--- src/rtl/decode_issue.sv ---
// rtl/decode_issue.sv - RV32I decode/issue stage with register file, bypass and registered ALU bundle
module decode_issue #(
    parameter bit RF_RST = 1'b1
) (
    input  logic        clk,
    input  logic        rst_n,
    input  logic        flush,
    input  logic        if_vld,
    output logic        if_rdy,
    input  logic [31:0] if_instr,
    input  logic [31:0] if_pc,
    input  logic        wb_en,
    input  logic [4:0]  wb_rd,
    input  logic [31:0] wb_data,
    output logic        ex_vld,
    input  logic        ex_rdy,
    output logic [6:0]  ex_opcode,
    output logic [2:0]  ex_funct3,
    output logic        ex_funct7,
    output logic [31:0] ex_a,
    output logic [31:0] ex_b,
    output logic [31:0] ex_rs2_data,
    output logic [31:0] ex_imm,
    output logic [4:0]  ex_rd,
    output logic [31:0] ex_pc,
    output logic        ex_illegal
);
    localparam logic [6:0] OP_RR  = 7'b0110011;
    localparam logic [6:0] BRANCH = 7'b1100011;
    localparam logic [6:0] OP_IMM = 7'b0010011;
    localparam logic [6:0] LOAD   = 7'b0000011;
    localparam logic [6:0] STORE  = 7'b0100011;
    localparam logic [6:0] LUI    = 7'b0110111;
    localparam logic [6:0] AUIPC  = 7'b0010111;
    localparam logic [6:0] JAL    = 7'b1101111;
    localparam logic [6:0] JALR   = 7'b1100111;

    logic [31:0] r_rf [0:31];

    logic        r_vld;
    logic [6:0]  r_opcode;
    logic [2:0]  r_funct3;
    logic        r_funct7;
    logic [31:0] r_a;
    logic [31:0] r_b;
    logic [31:0] r_rs2_data;
    logic [31:0] r_imm;
    logic [4:0]  r_rd;
    logic [31:0] r_pc;
    logic        r_illegal;

    logic [6:0]  w_op;
    logic [4:0]  w_rs1;
    logic [4:0]  w_rs2;
    logic [31:0] w_rs1_val;
    logic [31:0] w_rs2_val;
    logic [31:0] w_imm_i;
    logic [31:0] w_imm_s;
    logic [31:0] w_imm_b;
    logic [31:0] w_imm_u;
    logic [31:0] w_imm_j;
    logic [31:0] w_a;
    logic [31:0] w_b;
    logic [31:0] w_imm;
    logic [2:0]  w_funct3;
    logic        w_funct7;
    logic [4:0]  w_rd;
    logic        w_illegal;
    logic        w_if_rdy;
    logic        w_cap;

    assign w_op  = if_instr[6:0];
    assign w_rs1 = if_instr[19:15];
    assign w_rs2 = if_instr[24:20];

    // Write-first bypass so an instruction sees the value retiring in the same cycle
    assign w_rs1_val = (w_rs1 == 5'd0) ? 32'd0 :
                       (wb_en && wb_rd == w_rs1) ? wb_data : r_rf[w_rs1];
    assign w_rs2_val = (w_rs2 == 5'd0) ? 32'd0 :
                       (wb_en && wb_rd == w_rs2) ? wb_data : r_rf[w_rs2];

    assign w_imm_i = {{20{if_instr[31]}}, if_instr[31:20]};
    assign w_imm_s = {{20{if_instr[31]}}, if_instr[31:25], if_instr[11:7]};
    assign w_imm_b = {{19{if_instr[31]}}, if_instr[31], if_instr[7], if_instr[30:25], if_instr[11:8], 1'b0};
    assign w_imm_u = {if_instr[31:12], 12'd0};
    assign w_imm_j = {{11{if_instr[31]}}, if_instr[31], if_instr[19:12], if_instr[20], if_instr[30:21], 1'b0};

    always_comb begin
        w_a       = 32'd0;
        w_b       = 32'd0;
        w_imm     = 32'd0;
        w_funct3  = 3'd0;
        w_funct7  = 1'b0;
        w_rd      = 5'd0;
        w_illegal = 1'b0;
        case (w_op)
            OP_RR: begin
                w_a = w_rs1_val; w_b = w_rs2_val;
                w_funct3 = if_instr[14:12]; w_funct7 = if_instr[30]; w_rd = if_instr[11:7];
            end
            BRANCH: begin
                w_a = w_rs1_val; w_b = w_rs2_val; w_imm = w_imm_b;
                w_funct3 = if_instr[14:12];
            end
            OP_IMM: begin
                w_a = w_rs1_val; w_b = w_imm_i; w_imm = w_imm_i;
                w_funct3 = if_instr[14:12]; w_rd = if_instr[11:7];
                // instr[30] is only an opcode modifier for SRLI/SRAI; elsewhere it is immediate
                w_funct7 = (if_instr[14:12] == 3'b101) && if_instr[30];
            end
            LOAD: begin
                w_a = w_rs1_val; w_b = w_imm_i; w_imm = w_imm_i;
                w_funct3 = if_instr[14:12]; w_rd = if_instr[11:7];
            end
            STORE: begin
                w_a = w_rs1_val; w_b = w_imm_s; w_imm = w_imm_s;
                w_funct3 = if_instr[14:12];
            end
            LUI: begin
                w_b = w_imm_u; w_imm = w_imm_u; w_rd = if_instr[11:7];
            end
            AUIPC: begin
                w_a = if_pc; w_b = w_imm_u; w_imm = w_imm_u; w_rd = if_instr[11:7];
            end
            JAL: begin
                w_a = if_pc; w_b = w_imm_j; w_imm = w_imm_j; w_rd = if_instr[11:7];
            end
            JALR: begin
                w_a = w_rs1_val; w_b = w_imm_i; w_imm = w_imm_i; w_rd = if_instr[11:7];
            end
            default: w_illegal = 1'b1;
        endcase
    end

    assign w_if_rdy = !flush && (!r_vld || ex_rdy);
    assign w_cap    = if_vld && w_if_rdy;

    always_ff @(posedge clk) begin
        if (!rst_n) begin
            if (RF_RST) r_rf <= '{default: 32'd0};
        end else if (wb_en && wb_rd != 5'd0) begin
            r_rf[wb_rd] <= wb_data;
        end
    end

    always_ff @(posedge clk) begin
        if (!rst_n) begin
            r_vld      <= 1'b0;
            r_opcode   <= 7'd0;
            r_funct3   <= 3'd0;
            r_funct7   <= 1'b0;
            r_a        <= 32'd0;
            r_b        <= 32'd0;
            r_rs2_data <= 32'd0;
            r_imm      <= 32'd0;
            r_rd       <= 5'd0;
            r_pc       <= 32'd0;
            r_illegal  <= 1'b0;
        end else begin
            if (flush)              r_vld <= 1'b0;
            else if (w_cap)         r_vld <= 1'b1;
            else if (r_vld && ex_rdy) r_vld <= 1'b0;
            if (w_cap) begin
                r_opcode   <= w_op;
                r_funct3   <= w_funct3;
                r_funct7   <= w_funct7;
                r_a        <= w_a;
                r_b        <= w_b;
                r_rs2_data <= w_rs2_val;
                r_imm      <= w_imm;
                r_rd       <= w_rd;
                r_pc       <= if_pc;
                r_illegal  <= w_illegal;
            end
        end
    end

    assign if_rdy      = w_if_rdy;
    assign ex_vld      = r_vld;
    assign ex_opcode   = r_opcode;
    assign ex_funct3   = r_funct3;
    assign ex_funct7   = r_funct7;
    assign ex_a        = r_a;
    assign ex_b        = r_b;
    assign ex_rs2_data = r_rs2_data;
    assign ex_imm      = r_imm;
    assign ex_rd       = r_rd;
    assign ex_pc       = r_pc;
    assign ex_illegal  = r_illegal;
endmodule
--- config.mk ---
export PLATFORM = sky130hd
export DESIGN_NAME = decode_issue
export DESIGN_NICKNAME = d
export VERILOG_FILES = /design/src/rtl/decode_issue.sv
export SDC_FILE = /design/constraint.sdc
export NUM_CORES = 2
export LEC_CHECK = 0
export BUFFER_PORTS_ARGS = -buffer_cell sky130_fd_sc_hd__buf_4
export CAP_MARGIN = 5
export CORE_MARGIN = 2
export CORE_UTILIZATION = 55
export DETAILED_ROUTE_END_ITERATION = 12
export HOLD_SLACK_MARGIN = 0.15
export PLACE_DENSITY = 0.73
export SYNTH_ARGS = -nofsm -noshare
export SYNTH_HDL_FRONTEND = slang
export SYNTH_SLANG_ARGS = --single-unit
--- constraint.sdc ---
create_clock -name clk -period 4.5 [get_ports clk]
set_input_delay 0.9 -clock clk [delete_from_list [all_inputs] [get_ports clk]]
set_output_delay 0.9 -clock clk [all_outputs]
set_load 0.01 [all_outputs]
==> metrics.txt <==
Core ar.=between 0.1 and 0.15 mm²; final hold viol count=0; Ports=around 290; sequential area share after synthesis=0.3865; H-tree Lvls=3; filler cell count=9249; gr usage total=0.4155; most area-consuming cells after synthesis=dfxtp_1 (39%), nand2_1 (13%), a21boi_0 (13%), mux4_2 (13%), mux2i_1 (5.5%); Slew headroom=0.1111; Setup WS pre-CTS=0.5403 ns; #FFs+latches synth=1202; Slowest-stage cell, CP=a221oi_1; hold buffers post-CTS=0; total grt overflow=0; worst IR drop on VDD=about 0.00035 V; Synth Instances=around 7000; # Max-Cap Violations=0; first-pass GRT wire length=359200 µm; IO Port Bufs=285; post-CTS sizing=0; post-route setup slack=1.094 ns; top post-synthesis cells by count=nand2_1 (2228), dfxtp_1 (1202), a21boi_0 (1068), clkbuf_1 (566), mux4_2 (356); Worst-Margin Slew=approximately 1.3 ns; Post-synth EDFFs=0; drt total wl=249200 µm; worst-path cell chain=buf_8 > buf_12 > mux2_2 > a21boi_0 > a22oi_1 > nand3_1 > a221oi_1 > buf_4 > a221o_1; Post-synth top flop=dfxtp_1; P&R area growth vs syn=12.05%; asr flop ratio synth=0; GPL Wtd Cong=between 0.9 and 1; DRC Markers=0; fmax=0.2936 GHz; DPL Wire Length=between 150000 and 200000 µm; max-slew violations=0; die height=between 300 and 400 µm; unrepaired setup endpoints after global routing=no; TritonCTS Buffers=between 100 and 150; min cycle time layout=3.406 ns; Worst Hold Class=primary input to flop; Via Count=57320; GRT met2 Usage=0.6084; Die Wd=about 340 µm; WP data arrival=4.08 ns; clk slew on worst S/H paths=around 0.060 ns; post-synthesis average cell area=8.868 µm²; period utilization=0.7568; LEAKAGE=23.90 nW; # setup viols final=0; Die ar.=0.1159 mm²; Net Count, Synth=between 7000 and 8000; Core Util, Final=0.6210; total power draw=around 0.024 W; met1 usage=0.5218; worst path required time=between 5 and 6 ns; Synth area leader=dfxtp_1; WL/cell=29.21 µm; M3 GR Usage=0.1435; GRT Max-Usage Layer=met2; clk root buf=clkbuf_16; DR vias/cell=6.719; Post-Synthesis Cell Area=0.06226 mm²; Ys Warns=0; clock tree buffer depth=3; DRT Pass-1 Iters=7; CTS tree=built; Final Skew=0.02724 ns; clock sink count=1202; starting density of the core=0.5542; pin count of the biggest net entering global routing=232; antenna-violating nets left=0; initial DRC count=8877; Layout Nets=roughly 7000; Setup Fix Bufs, Post-CTS=0; largest stage delay on the critical path=around 1.0 ns; WS Path Type=primary input to flop; Yosys cell types=between 60 and 70; final setup TNS=0 ns; count leader, synth=nand2_1; initial antenna violation count=25; vias in the first global route=53190; outcome=complete, no violations; ratio of cells with drive above 1 in the final layout=0.1740; crit start category=primary input; Skew-Pair Late Insertion Delay=0.75 ns; Worst Setup End Kind=flop; Pwr Density=between 300 and 400 mW/mm²; row cnt=123; CP Max Fanout=a little over 60; top cell type's share of synthesized area=0.3865
## layout by cell type, fill, tap and decap left out, types with 17 or more instances in the layout
cell type	synthesis	final
mux2_2	114	114
mux4_2	356	356
clkbuf_8	0	26
a221o_1	26	26
buf_12	0	35
o211ai_1	17	17
nor2_1	110	80
a211oi_1	51	51
a21boi_0	1068	1068
nand2_1	2228	2226
buf_4	38	450
o221ai_1	37	37
clkbuf_16	0	125
o22ai_1	33	33
nor2b_1	31	27
a22oi_1	103	102
a221oi_1	27	27
nor2_4	0	28
a21oi_1	165	165
and2_1	47	46
o21ai_0	152	152
mux2i_1	341	341
nand3_1	47	47
dfxtp_1	1202	1202
clkinv_2	0	29
clkbuf_1	566	27
## layout make-up
cell class              count  area [µm²]  area share
repair buffers            492        4170     0.05977
diodes                     12       30.03   0.0004304
well taps                1500        1877     0.02690
multi-input cells        5093       35440      0.5080
clock buffers             178        3587     0.05142
flip-flops and latches   1202       24060      0.3449
inverters                   3       11.26   0.0001614
clock inverters            51       585.6    0.008393
## registers in the layout, summed over array words and instances, names as in the netlist, 3 cells and up
signal and cells:
ex_a 32, ex_b 32, ex_funct3 3, ex_imm 32
ex_opcode 7, ex_pc 32, ex_rd 5, ex_rs2_data 32
r_rf 1024
## metal layers
layer  part of all wire  routed length, µm
met2               0.42             103700
met3               0.15              37460
met1               0.36              88590
met5            0.00055                136
met4              0.077              19250
## worst max-delay path: cells and delay by family
family          cells  cell delay, ns
compound gates      4            1.50
simple gates        1            0.31
buf+inv             3            0.97
mux                 1            0.25
## where the power goes
part,switching [W],internal (W)
clock,0.00449,0.00619
combinational,0.00148,0.000771
sequential,0.0000759,0.0107
total,0.00605,0.0177
## logic make-up after synthesis
logic type / after synthesis / share of synthesized area
xor+xnor: 11 / 0.001547
buf+inv: 726 / 0.04859
mux: 811 / 0.2042
flops: 1202 / 0.3865
compound gates: 1742 / 0.1995
simple gates: 2529 / 0.1597
## path summary, 6_finish.rpt
kind | cells after the start | endpoint | start | slack [ns]
setup / recovery | 9 | ex_a[6]$_SDFFE_PN0P_ | if_instr[15] | 1.09
hold / removal | 2 | ex_vld$_SDFFE_PP0P_ | flush | 0.36
setup reg to reg | 9 | ex_a[6]$_SDFFE_PN0P_ | ex_vld$_SDFFE_PP0P_ | 1.50
hold reg to reg | 2 | ex_rs2_data[14]$_SDFFE_PN0P_ | ex_rs2_data[14]$_SDFFE_PN0P_ | 0.46
## per-stage QoR
stage,hold WS (ns),std cells,area (µm²)
2_1_floorplan,0.4438,7021,62260
3_3_place_gp,0.4405,8289,65560
3_5_place_dp,0.4482,8289,65560
4_1_cts,0.3553,8518,69730
5_1_grt,0.3764,8527,69760
6_report,0.3649,8531,69770
(Power assumes the default switching activity.)
